**config.mk**
```make
export PLATFORM = sky130hd
export DESIGN_NAME = i2c_bus_arbiter
export DESIGN_NICKNAME = d
export VERILOG_FILES = /design/src/rtl/i2c_bus_arbiter.sv
export SDC_FILE = /design/constraint.sdc
export NUM_CORES = 1
export LEC_CHECK = 0
export CELL_PAD_IN_SITES_DETAIL_PLACEMENT = 0
export CELL_PAD_IN_SITES_GLOBAL_PLACEMENT = 1
export CORE_ASPECT_RATIO = 1.75
export CORE_UTILIZATION = 30
export DETAILED_ROUTE_END_ITERATION = 10
export PLACE_DENSITY_LB_ADDON = 0.1
export SLEW_MARGIN = 20
export SYNTH_ARGS = -nofsm -noshare
export SYNTH_HDL_FRONTEND = slang
export SYNTH_SLANG_ARGS = --single-unit
```
**constraint.sdc**
```tcl
create_clock -name clk -period 2.23 [get_ports clk]
set_clock_uncertainty 0.15 [all_clocks]
set_input_delay 0.5575 -clock clk [delete_from_list [all_inputs] [get_ports clk]]
set_output_delay 0.5575 -clock clk [all_outputs]
set_load 0.02 [all_outputs]
```
**src/rtl/i2c_bus_arbiter.sv**
```systemverilog
// i2c_bus_arbiter: shares one open-drain I2C bus between two masters.
// Requester 0 is the Nios I2C core, requester 1 the auto-focus VCM writer.
// A grant is only issued after the bus has been seen idle (SCL and SDA
// both high) for BUS_IDLE_CYC consecutive synchronised cycles. Arbitration
// is round-robin. Requester 1 can be confined to vertical blanking. A
// watchdog forces release of a master that holds the bus too long.
//
// Handshake: req[n] is a level held for the whole transaction. gnt[n]
// (registered, one-hot) rises one cycle after the arbitration decision and
// is the only thing that lets that master's open-drain enables reach the
// pads. The grant ends on a done[n] pulse, on req[n] dropping, or on a
// watchdog expiry; gnt returns to 00 on the following cycle.
module i2c_bus_arbiter #(
  parameter int BUS_IDLE_CYC = 8,
  parameter int TIMEOUT_CYC  = 100000,
  parameter int WDOG_W       = 24,
  parameter bit GATE_VBLANK  = 1'b1
) (
  input  logic       clk,
  input  logic       reset_n,
  input  logic [1:0] req,
  input  logic [1:0] done,
  output logic [1:0] gnt,
  input  logic [1:0] scl_oe_i,
  input  logic [1:0] sda_oe_i,
  output logic       scl_oe,
  output logic       sda_oe,
  input  logic       scl_in,
  input  logic       sda_in,
  input  logic       fval,
  input  logic       timeout_clr,
  output logic [1:0] timeout_flag,
  output logic       busy
);

  localparam int CNT_W = (BUS_IDLE_CYC < 1) ? 1 : $clog2(BUS_IDLE_CYC + 1);
  localparam logic [CNT_W-1:0]  IDLE_LAST = CNT_W'(BUS_IDLE_CYC);
  localparam logic [WDOG_W-1:0] WDOG_LAST = WDOG_W'(TIMEOUT_CYC - 1);

  typedef enum logic [1:0] {
    ST_BUS_CHK = 2'd0,
    ST_ARB     = 2'd1,
    ST_GRANT   = 2'd2
  } state_t;

  // Synchroniser stages. Pads read as low until two clean samples arrive,
  // so the idle count after reset starts only once real levels are seen.
  logic              r_scl_meta, r_scl_s;
  logic              r_sda_meta, r_sda_s;
  logic              r_fval_meta, r_fval_s;

  state_t            r_state, w_state_nxt;
  logic [CNT_W-1:0]  r_idle_cnt, w_cnt_nxt;
  logic [WDOG_W-1:0] r_wdog, w_wdog_nxt;
  logic [1:0]        r_gnt, w_gnt_nxt;
  logic              r_ptr, w_ptr_nxt;
  logic [1:0]        r_flag, w_flag_nxt;
  logic [1:0]        w_flag_set;
  logic              w_win;

  logic              w_bus_high;
  logic [1:0]        w_elig;
  logic              w_gidx;
  logic              w_timeout;
  logic              w_release;
  logic [CNT_W-1:0]  w_cnt_inc;

  assign w_bus_high = r_scl_s & r_sda_s;
  assign w_elig     = {req[1] & ((GATE_VBLANK == 1'b0) | ~r_fval_s), req[0]};
  assign w_gidx     = r_gnt[1];
  assign w_timeout  = (TIMEOUT_CYC != 0) && (r_wdog == WDOG_LAST);
  assign w_release  = done[w_gidx] | ~req[w_gidx] | w_timeout;
  assign w_cnt_inc  = r_idle_cnt + CNT_W'(1);

  // Pad enables follow the granted master only; gated by the gnt register
  // so an async reset releases the pads without waiting for a clock.
  assign scl_oe       = |(r_gnt & scl_oe_i);
  assign sda_oe       = |(r_gnt & sda_oe_i);
  assign gnt          = r_gnt;
  assign busy         = |r_gnt;
  assign timeout_flag = r_flag;

  // Two-flop synchronisers for the asynchronous pad levels and FVAL.
  always_ff @(posedge clk or negedge reset_n) begin
    if (!reset_n) begin
      r_scl_meta  <= 1'b0;
      r_scl_s     <= 1'b0;
      r_sda_meta  <= 1'b0;
      r_sda_s     <= 1'b0;
      r_fval_meta <= 1'b0;
      r_fval_s    <= 1'b0;
    end else begin
      r_scl_meta  <= scl_in;
      r_scl_s     <= r_scl_meta;
      r_sda_meta  <= sda_in;
      r_sda_s     <= r_sda_meta;
      r_fval_meta <= fval;
      r_fval_s    <= r_fval_meta;
    end
  end

  // State register plus the counters, grant, pointer and flags it owns.
  always_ff @(posedge clk or negedge reset_n) begin
    if (!reset_n) begin
      r_state    <= ST_BUS_CHK;
      r_idle_cnt <= '0;
      r_wdog     <= '0;
      r_gnt      <= 2'b00;
      r_ptr      <= 1'b0;
      r_flag     <= 2'b00;
    end else begin
      r_state    <= w_state_nxt;
      r_idle_cnt <= w_cnt_nxt;
      r_wdog     <= w_wdog_nxt;
      r_gnt      <= w_gnt_nxt;
      r_ptr      <= w_ptr_nxt;
      r_flag     <= w_flag_nxt;
    end
  end

  // Next-state logic: idle qualification, arbitration and grant release.
  always_comb begin
    w_state_nxt = r_state;
    w_cnt_nxt   = r_idle_cnt;
    w_wdog_nxt  = r_wdog;
    w_gnt_nxt   = r_gnt;
    w_ptr_nxt   = r_ptr;
    w_flag_set  = 2'b00;
    w_win       = 1'b0;

    case (r_state)
      ST_BUS_CHK: begin
        // The cycle that completes the idle run also moves us to ARB.
        if (!w_bus_high) begin
          w_cnt_nxt = '0;
        end else begin
          w_cnt_nxt = w_cnt_inc;
          if (w_cnt_inc == IDLE_LAST) begin
            w_state_nxt = ST_ARB;
          end
        end
      end

      ST_ARB: begin
        // Foreign bus activity outranks any grant decided in the same cycle.
        if (!w_bus_high) begin
          w_state_nxt = ST_BUS_CHK;
          w_cnt_nxt   = '0;
        end else if (w_elig != 2'b00) begin
          w_win       = (w_elig == 2'b11) ? r_ptr : w_elig[1];
          w_gnt_nxt   = w_win ? 2'b10 : 2'b01;
          w_ptr_nxt   = ~w_win;
          w_wdog_nxt  = '0;
          w_state_nxt = ST_GRANT;
        end
      end

      ST_GRANT: begin
        w_wdog_nxt = r_wdog + WDOG_W'(1);
        if (w_release) begin
          w_gnt_nxt   = 2'b00;
          w_cnt_nxt   = '0;
          w_state_nxt = ST_BUS_CHK;
          if (w_timeout) begin
            w_flag_set = r_gnt;
          end
        end
      end

      default: begin
        w_state_nxt = ST_BUS_CHK;
        w_gnt_nxt   = 2'b00;
        w_cnt_nxt   = '0;
      end
    endcase

    // A set in the same cycle as a clear wins.
    w_flag_nxt = (r_flag & ~{2{timeout_clr}}) | w_flag_set;
  end

endmodule

```
### Word level (Yosys, flattened, before mapping)

Cells that the tools add are included.

| cells by class | value |
|---|---|
| $add $sub $neg | 2 |
| multipliers | 0 |
| div/mod/pow operators | 0 |
| order comparisons | 1 |
| equal/unequal tests | 12 |
| shifts and indexed selects | 0 |
| muxes and demuxes | 25 |
| bitwise operators | 13 |
| reduce and logical (&&, ||, !) cells | 11 |

Operators with widths:

| operator | number |
|---|---|
| 2-to-1 mux 24 bit | 2 |
| one-hot mux 24 bit (2 select lines) | 1 |
| adder 24 x 1 -> 24 bit (second input constant) | 1 |
| equality test 24 x 17 -> 1 bit (second input constant) | 1 |
| 2-to-1 mux 2 bit | 11 |
| 2-to-1 mux 4 bit | 3 |
| != test 2 bit (second input constant) | 6 |
| one-hot mux 2 bit (3 select lines) | 2 |
| one-hot mux 4 bit (3 select lines) | 1 |
| AND reduction 4 bit | 2 |
| bitwise AND 2 bit | 3 |
| AND reduction 3 bit | 2 |
| OR reduction 2 bit | 3 |
| 2-to-1 mux 1 bit | 5 |
| adder 4 x 1 -> 4 bit (second input constant) | 1 |
| equality test 2 bit (second input constant) | 2 |
| equality test 4 bit (second input constant) | 1 |
| NOT 1 bit | 4 |
| nonzero test 2 bit | 2 |
| != test 3 bit (second input constant) | 1 |
| bitwise AND 1 bit | 2 |
| equality test 2 x 1 -> 1 bit (second input constant) | 1 |
| zero test 2 bit | 1 |
| < comparator 1 x 2 -> 1 bit (second input constant) | 1 |
| other kinds (4) | 5 |

| word-level totals | value |
|---|---|
| register bits | 41 |
| latch bits | 0 |
| RAM bits | 0 |
| bits in read-only memories | 0 |
| output and inout port bits | 7 |
| logic and storage cells | 76 |
| memories | 0 |

### Longest topological paths before layout

Gate-level depths: netlist of the first run.

| depth | value |
|---|---|
| depth in word-level cells | 8 |
| depth in mapped cells | 6 |
| gate-level depth less buffers | 5 |

### Least setup slack after synthesis of the first run

OpenSTA, ideal clock, no wires.

| timing | value |
|---|---|
| kind | input-to-reg |
| from | in done[0] |
| to | reg r_idle_cnt[3] |
| library setup time | 0.087 ns |
| data arrival time | 1.489 ns |
| data required time | 1.993 ns |
| slack | 0.505 ns |
| stages | 4 |
| buffers on the path | 0 |
| cells stage by stage | or3b_2 -> a21boi_0 -> o21ai_2 -> o211ai_1 |

| on the way | value |
|---|---|
| cells in the longest elaborated chain, start to end | 6 |

RTL lines:

| element | line | source |
|---|---|---|
| start: declaration | 22 | `input logic [1:0] done,` |
| 2-to-1 mux 1 bit (not written as such) (2 in a row) | 72 | `assign w_release = done[w_gidx] \| ~req[w_gidx] \| w_timeout;` |
| bitwise OR 1 bit (2 in a row) | 72 |  |
| != test 2 bit (no source line) | n/a |  |
| AND reduction 2 bit (no source line) | n/a |  |
| end signal: assignment | 113 | `r_idle_cnt <= w_cnt_nxt;` |
| end: declaration | 53 | `logic [CNT_W-1:0] r_idle_cnt, w_cnt_nxt;` |

No other way between the ends. The select of a mux whose other input is x is not followed.
A chain may end at the register's enable or synchronous reset.

### Final worst setup path of the first run

| timing | value |
|---|---|
| from | in scl_oe_i[0] |
| to | out scl_oe |

| on the way | value |
|---|---|
| cells in the longest elaborated chain, start to end | 2 |

RTL lines:

| element | line | source |
|---|---|---|
| start: declaration | 24 | `input logic [1:0] scl_oe_i,` |
| bitwise AND 2 bit | 77 | `assign scl_oe = \|(r_gnt & scl_oe_i);` |
| OR reduction 2 bit | 77 |  |
| end: declaration | 26 | `output logic scl_oe,` |

No other way between the ends.

==> results.txt, run 1 <==
----------------------------------------------------
[Status]
  Run status ... complete, no violations

[Pwr]
  Clock network fraction of design power ... 0.476
  Highest ir drop seen on vdd ... 0.278 mV
  Switching fraction of total power ... 0.196
  Pwr/cell area ... 609 mW/mm^2
  Switching power total ... 0.306 mW
  Internal power ... 1.26 mW
  Sum of internal, switching and leakage power ... 1.56 mW
  Logic gate share of total power ... 0.041
  Part of the total power dissipated in sequential elements ... 0.483
  Standby leakage power ... 1.06 nW

[Place]
  Final weighted congestion in routability-driven placement ... 0.722
  Buffers on Ports ... 20
  Worst setup timing slack at the placement stage ... -239 ps
  Half-perimeter wire length after placement ... 3680 um

[Detailed routing]
  Avg WL per Cell ... 15.7 um
  DRT antenna net count ... 0
  Length of the first detailed-routing pass in iterations ... 3
  Total Wirelength ... 4920 um
  Vias post-DR ... 1634
  Iteration-0 DRC count of the detailed router ... 78
  DRC errors left ... 0
  Average vias per placed instance ... 5.22

[Yosys]
  Cell area after synthesis ... 0.00205 sq mm
  Post-Syn Instances ... 198
  Post-synth top flop ... sky130_fd_sc_hd__dfrtp_1
  Portion of synthesized cell area occupied by the leading cell type ... 0.501
  Count of flip-flops with a built-in enable after synthesis ... 0
  Cell taking the most area after synthesis ... sky130_fd_sc_hd__dfrtp_1
  Count of warnings emitted by yosys ... 0
  Dominant cell by count in the synthesized netlist ... sky130_fd_sc_hd__dfrtp_1
  Sequential area share after synthesis ... 0.501
  Register bit count reported by yosys ... 41
  Synth area leaders ... sky130_fd_sc_hd__dfrtp_1, sky130_fd_sc_hd__mux2i_1, sky130_fd_sc_hd__nand2_1, sky130_fd_sc_hd__nand3_1, sky130_fd_sc_hd__nor4_1
  Mapped Avg Cell Area ... 10.4 sq um
  Share of synthesized flip-flops with an asynchronous set or reset ... 1.00
  Number of distinct library cells after synthesis ... 47
  Post-synth net total ... 214
  Most instantiated cells after synthesis ... sky130_fd_sc_hd__dfrtp_1, sky130_fd_sc_hd__nand2_1, sky130_fd_sc_hd__nand3_1

[Cells and area]
  Net total in the final layout ... 246
  Layout-stage area growth over the synthesis result ... 25.3%
  Total area of multi-input combinational cells ... 963 sq um
  Register area ... 0.00103 sq mm
  Ratio of cells with drive above 1 in the final layout ... 0.134
  Number of antenna cells inserted ... 0
  Fill cells ... 665

[CTS]
  Clock buffer depth ... 2
  Clock transition at the registers of the reported paths ... 60 ps
  Clk root buf ... sky130_fd_sc_hd__clkbuf_16
  TritonCTS clock tree ... yes
  Number of buffers added by the clock tree synthesis step ... 5
  Clock Latency Late Sink ... 280 ps
  CTS H-Tree Depth ... 2
  Number of hold buffers added after cts ... 0
  Number of clock sinks seen by CTS ... 41

[Floorplanning]
  Die area ... 0.00718 sq mm
  Rows ... 39
  I/O Pins ... 21
  Die Span X ... 64.5 um
  Starting density of the core ... 0.311
  Height of the die ... 111 um
  Area of the core ... 0.00659 sq mm

[Worst setup path]
  Startpoint types ... input pin
  Slowest stage delay, CP ... 400 ps
  CP top delay family ... buffers and inverters
  Cell with the largest stage delay on the worst path ... sky130_fd_sc_hd__clkdlybuf4s50_1
  Type of the worst setup path ... input pin to primary output
  Cell depth of the worst flop-to-flop path ... 5
  Critical Path Stages ... 3
  Critical Path AT ... 1500 ps
  Largest fanout on the critical path ... 1
  Crit-path cells ... clkdlybuf4s50_1 > a22o_1 > dlygate4sd2_1
  CP Capture Type ... primary output
  Buffer and inverter count on the worst path ... 2
  CP required ... 1520 ps

[Timing]
  Setup slack of the critical path after layout ... 21.9 ps
  Unrepaired setup endpoints after global routing ... false
  Relative max-transition margin ... 0.642
  Worst Tran Pin Value ... 536 ps
  Final period util ... 0.990
  Min Clock Period, post-route ... 2210 ps
  Final setup vio count ... 0
  Achievable clock frequency ... 453 MHz
  Hold Violations, Final ... 0
  Final Max Slew Viols ... 0

[Global route]
  Number of global-route vias before repair ... 1756
  First-pass GRT wire length ... 8620 um
  Global Route Usage Sum ... 0.157
  Pin count of the biggest net entering global routing ... 42
  Number of antenna violations at the first check in global routing ... 0
  Overflow after GRT ... 0

[Min path]
  Tightest Hold Check Type ... input pin to async pin

[Flow run]
  Max-cap check violation count ... 0

----------------------------------------------------
==> registers in the layout, summed over array words and instances (netlist names), 2 cells and up <==
signal	cells
r_state	2
timeout_flag	2
gnt	2
r_idle_cnt	4
r_wdog	24
==> metrics by stage <==
| stage | std cells | setup TNS (ps) | hold WS (ps) | util | instance area, sq um |
|---|---|---|---|---|---|
| floorplan | 198 | 0 | 112 | - | 2050 |
| global placement | 305 | -974 | 191 | 0.366 | 2410 |
| detailed placement | 305 | -1500 | 187 | 0.366 | 2410 |
| CTS | 313 | 0 | 200 | 0.389 | 2560 |
| global route | 313 | 0 | 214 | 0.390 | 2570 |
| finish | 313 | 0 | 198 | 0.390 | 2570 |
==> final cells by class <==
type / count / share of cell area
Clock inverter: 1 / 0.00195
Multi-Input combinational cell: 143 / 0.375
Timing Repair Buffer: 30 / 0.111
Sequential cell: 41 / 0.400
Tap cell: 82 / 0.0399
Clock buffer: 7 / 0.0594
Inverter: 9 / 0.0132
==> worst paths after layout <==
kind	startpoint	end	slack, ps
min in group clk	r_sda_meta$_DFF_PN0_	r_sda_s$_DFF_PN0_	200
worst max register to register	r_wdog[0]$_DFFE_PN0P_	r_idle_cnt[2]$_DFFE_PN0P_	260
worst max-delay path	scl_oe_i[0]	scl_oe	20
worst min-delay path	reset_n	r_wdog[9]$_DFFE_PN0P_	200
worst min register to register	r_sda_meta$_DFF_PN0_	r_sda_s$_DFF_PN0_	200
max in group asynchronous	reset_n	gnt[1]$_DFFE_PN0P_	1340
==> power by group through the flow <==
stage	registers [mW]	clock network [mW]	logic, mW
after floorplan	0.768	0	0.0154
after global placement	0.769	0	0.0656
after detailed placement	0.769	0	0.0666
after CTS	0.756	0.771	0.0655
after global routing	0.756	0.798	0.0713
final	0.756	0.744	0.0636
==> metal layers <==
metal | vias up | track usage | routed length [um]
met2 | 13 | 0.294 | 2860
met4 | 0 | 0.0652 | 99
li1 | 800 | - | -
met5 | - | 0 | 0
met3 | 6 | 0.0297 | 74
met1 | 815 | 0.166 | 1890
==> cells in the final DEF (no fill, tap or decap), types with 5 or more instances in the layout <==
cell / Yosys / routed
sky130_fd_sc_hd__dfrtp_1: 41 / 40
sky130_fd_sc_hd__nand2_1: 27 / 27
sky130_fd_sc_hd__clkdlybuf4s50_1: 0 / 16
sky130_fd_sc_hd__nand3_1: 15 / 15
sky130_fd_sc_hd__mux2i_1: 13 / 13
sky130_fd_sc_hd__inv_1: 9 / 9
sky130_fd_sc_hd__buf_4: 2 / 9
sky130_fd_sc_hd__o21ai_0: 8 / 8
sky130_fd_sc_hd__nor4_1: 7 / 7
sky130_fd_sc_hd__nor2_1: 6 / 6
sky130_fd_sc_hd__nand4_1: 5 / 5
sky130_fd_sc_hd__o211ai_1: 5 / 5
sky130_fd_sc_hd__clkbuf_16: 0 / 5
==> logic make-up (layout without fill, tap and decap cells) <==
logic type	count (synthesis)	after routing	synth area share
simple gates	89	89	0.252
flops	41	41	0.501
compound gates	33	33	0.115
mux	14	14	0.0690
buf+inv	14	47	0.0293
xor+xnor	5	5	0.0214
fa+ha+maj	2	2	0.0122
==> what timing repair did <==
item / CTS / global route
setup endpoints to repair: 3 / 3
resized for setup: 3 / 3
setup buffers: 0 / 0
No activity file was read; power rests on OpenSTA's default activity.
==> run 2, diff against run 1 <==
CTS_BUF_LIST = sky130_fd_sc_hd__clkbuf_8   (was not set)
PLACE_DENSITY_LB_ADDON = 0.15   (was 0.1)
==> results.txt, run 2 (synthesis results as in run 1) <==
----------------------------------------------------
[Worst setup path]
  Buffer and inverter count on the worst path ... 2 (unchanged)
  Largest fanout on the critical path ... 1 (unchanged)
  Critical Path AT ... 1490 ps (was 1500 ps)
  Cell with the largest stage delay on the worst path ... sky130_fd_sc_hd__clkdlybuf4s50_1 (unchanged)
  Startpoint of the most critical register-to-register path ... r_wdog[8]$_DFFE_PN0P_ (was r_wdog[0]$_DFFE_PN0P_)
  CP required ... 1520 ps (about the same)
  CP Capture Type ... primary output (unchanged)
  Type of the worst setup path ... input pin to primary output (unchanged)
  Launch point of the worst path ... scl_oe_i[0] (unchanged)
  Crit-path cells ... clkdlybuf4s50_1 > a22o_1 > dlygate4sd2_1 (unchanged)
  CP top delay family ... buffers and inverters (unchanged)
  Startpoint types ... input pin (unchanged)
  Slowest stage delay, CP ... 400 ps (about the same)

[Detailed routing]
  Vias post-DR ... 1604 (was 1634)
  Avg WL per Cell ... 15.8 um (was 15.7 um)
  DRT antenna net count ... 0 (unchanged)
  Average vias per placed instance ... 5.03 (was 5.22)
  Iteration-0 DRC count of the detailed router ... 69 (was 78)
  Length of the first detailed-routing pass in iterations ... 4 (was 3)
  DRC errors left ... 0 (unchanged)
  Total Wirelength ... 5060 um (was 4920 um)

[Floorplanning]
  Starting density of the core ... 0.311 (unchanged)
  Height of the die ... 111 um (unchanged)
  Area of the core ... 0.00659 sq mm (unchanged)
  Die Span X ... 64.5 um (unchanged)
  Die area ... 0.00718 sq mm (unchanged)
  I/O Pins ... 21 (unchanged)
  Rows ... 39 (unchanged)

[Min path]
  Tightest Hold Check Type ... input pin to async pin (unchanged)

[Cells and area]
  Fill cells ... 672 (was 665)
  Ratio of cells with drive above 1 in the final layout ... 0.152 (was 0.134)
  Number of antenna cells inserted ... 0 (unchanged)
  Final non-filler cell area ... 0.00258 sq mm (was 0.00257 sq mm)
  Top library cells by usage in the layout, fill and taps aside ... sky130_fd_sc_hd__dfrtp_1, sky130_fd_sc_hd__nand2_1, sky130_fd_sc_hd__clkdlybuf4s50_1, sky130_fd_sc_hd__nand3_1, sky130_fd_sc_hd__buf_4 (was sky130_fd_sc_hd__dfrtp_1, sky130_fd_sc_hd__nand2_1, sky130_fd_sc_hd__clkdlybuf4s50_1, sky130_fd_sc_hd__nand3_1, sky130_fd_sc_hd__mux2i_1)
  Register with the most flip-flops ... r_wdog (unchanged)
  Net total in the final layout ... 252 (was 246)
  Post-layout util ... 0.392 (was 0.390)
  Register area ... 0.00103 sq mm (unchanged)
  Most frequent standard cell in the layout excluding fill and tap cells ... sky130_fd_sc_hd__dfrtp_1 (unchanged)
  Layout-stage area growth over the synthesis result ... 26.1% (was 25.3%)
  Top flop regs ... r_wdog: 24 flops, r_idle_cnt: 4 flops (unchanged)
  Max FFs per register ... 24 (unchanged)
  Total area of multi-input combinational cells ... 963 sq um (unchanged)

[Global route]
  Overflow after GRT ... 0 (unchanged)
  Pin count of the biggest net entering global routing ... 42 (unchanged)
  First-pass GRT wire length ... 8710 um (was 8620 um)
  Number of global-route vias before repair ... 1668 (was 1756)
  Number of antenna violations at the first check in global routing ... 0 (unchanged)
  Global Route Usage Sum ... 0.163 (was 0.157)

[CTS]
  Clock buffer depth ... 2 (unchanged)
  Number of buffers added by the clock tree synthesis step ... 5 (unchanged)
  Clock transition at the registers of the reported paths ... 80 ps (was 60 ps)
  Number of clock sinks seen by CTS ... 41 (unchanged)
  Clock Latency Late Sink ... 300 ps (was 280 ps)
  Clk root buf ... sky130_fd_sc_hd__clkbuf_8 (was sky130_fd_sc_hd__clkbuf_16)
  TritonCTS clock tree ... yes (unchanged)
  CTS H-Tree Depth ... 2 (unchanged)
  Post-CTS Setup Bufs ... 0 (unchanged)

[Timing]
  Final period util ... 0.986 (was 0.990)
  Min Clock Period, post-route ... 2200 ps (was 2210 ps)
  Unrepaired setup endpoints after global routing ... false (unchanged)
  Worst Tran Pin Value ... 423 ps (was 536 ps)
  Final Max Slew Viols ... 0 (unchanged)
  Relative max-transition margin ... 0.715 (was 0.642)
  Setup total negative slack ... 0 ps (unchanged)
  Final setup vio count ... 0 (unchanged)
  Achievable clock frequency ... 455 MHz (was 453 MHz)
  Hold Violations, Final ... 0 (unchanged)

[Place]
  Buffers on Ports ... 20 (unchanged)
  Half-perimeter wire length after placement ... 3720 um (was 3680 um)
  Post-detailed-placement cell area ... 0.00247 sq mm (was 0.00241 sq mm)
  Final weighted congestion in routability-driven placement ... 0.722 (about the same)

[Status]
  Run status ... complete, no violations (unchanged)

[Pwr]
  Pwr/cell area ... 559 mW/mm^2 (was 609 mW/mm^2)
  Logic gate share of total power ... 0.046 (was 0.041)
  Sum of internal, switching and leakage power ... 1.44 mW (was 1.56 mW)
  Switching power total ... 0.298 mW (was 0.306 mW)
  Clock network fraction of design power ... 0.432 (was 0.476)
  Switching fraction of total power ... 0.206 (was 0.196)
  Part of the total power dissipated in sequential elements ... 0.522 (was 0.483)
  Internal power ... 1.15 mW (was 1.26 mW)
  Highest ir drop seen on vdd ... 0.289 mV (was 0.278 mV)
  Standby leakage power ... 1.07 nW (was 1.06 nW)

[Flow run]
  Max-cap check violation count ... 0 (unchanged)

----------------------------------------------------
==> run 2: cell type report <==
| type | count | share of cell area |
|---|---|---|
| clock buffers | 6 | 0.0319 |
| repair buffers | 36 | 0.132 |
| flip-flops and latches | 41 | 0.397 |
| multi-input cells | 143 | 0.373 |
| well taps | 82 | 0.0397 |
| inverters | 9 | 0.0131 |
| clock inverters | 2 | 0.0131 |
==> run 2: worst paths after layout <==
path / endpoint / slack [ps] / cells past startpoint
max in group asynchronous: gnt[1]$_DFFE_PN0P_ / 1650 / 2
worst max register to register: r_idle_cnt[2]$_DFFE_PN0P_ / 330 / 4
worst min register to register: r_fval_s$_DFF_PN0_ / 210 / 0
worst max-delay path: scl_oe / 30 / 3
worst min-delay path: r_wdog[20]$_DFFE_PN0P_ / 70 / 2
min in group clk: r_fval_s$_DFF_PN0_ / 210 / 0
==> run 2: worst register-to-register path: stages, from the launching register on <==
cell                        delay [ps]
sky130_fd_sc_hd__dfrtp_1           440
sky130_fd_sc_hd__nand4bb_1         260
sky130_fd_sc_hd__or3_1             420
sky130_fd_sc_hd__o21ai_2           350
sky130_fd_sc_hd__o22ai_1           140
==> run 2: metrics by stage <==
step	hold slack [ps]	std cells	worst slack [ps]
after floorplan	112	198	505
after global routing	81.6	319	13.0
final	71.1	319	32.3
after detailed placement	187	311	-218
after CTS	69.5	319	3.23
after global placement	185	311	-215
==> run 2: power groups by stage <==
| stage | combinational [mW] | sequential, mW | clock [mW] |
|---|---|---|---|
| after floorplan | 0.0154 | 0.768 | 0 |
| after CTS | 0.0692 | 0.754 | 0.654 |
| final | 0.0666 | 0.754 | 0.624 |
| after detailed placement | 0.0708 | 0.769 | 0 |
| after global routing | 0.0754 | 0.755 | 0.693 |
| after global placement | 0.0708 | 0.769 | 0 |
==> run 2: repair_timing <==
| action | CTS | global route |
|---|---|---|
| resized for setup | 3 | 2 |
| setup endpoints to repair | 3 | 2 |
| pin swaps | 0 | 0 |
| hold buffers | 0 | 0 |
==> run 2: routing by layer <==
| layer | GRT usage | routed length [um] | up-vias |
|---|---|---|---|
| met5 | 0 | 0 | - |
| met4 | 0.0711 | 87 | 0 |
| met3 | 0.0348 | 97 | 7 |
| met2 | 0.298 | 2940 | 17 |
| met1 | 0.176 | 1930 | 771 |
| li1 | - | - | 809 |
==> run 3, diff against run 2 <==
TNS_END_PERCENT = 30   (was not set)
==> results of run 3 <==
Same layout as run 2: the final DEF is identical, and so are final timing and power.
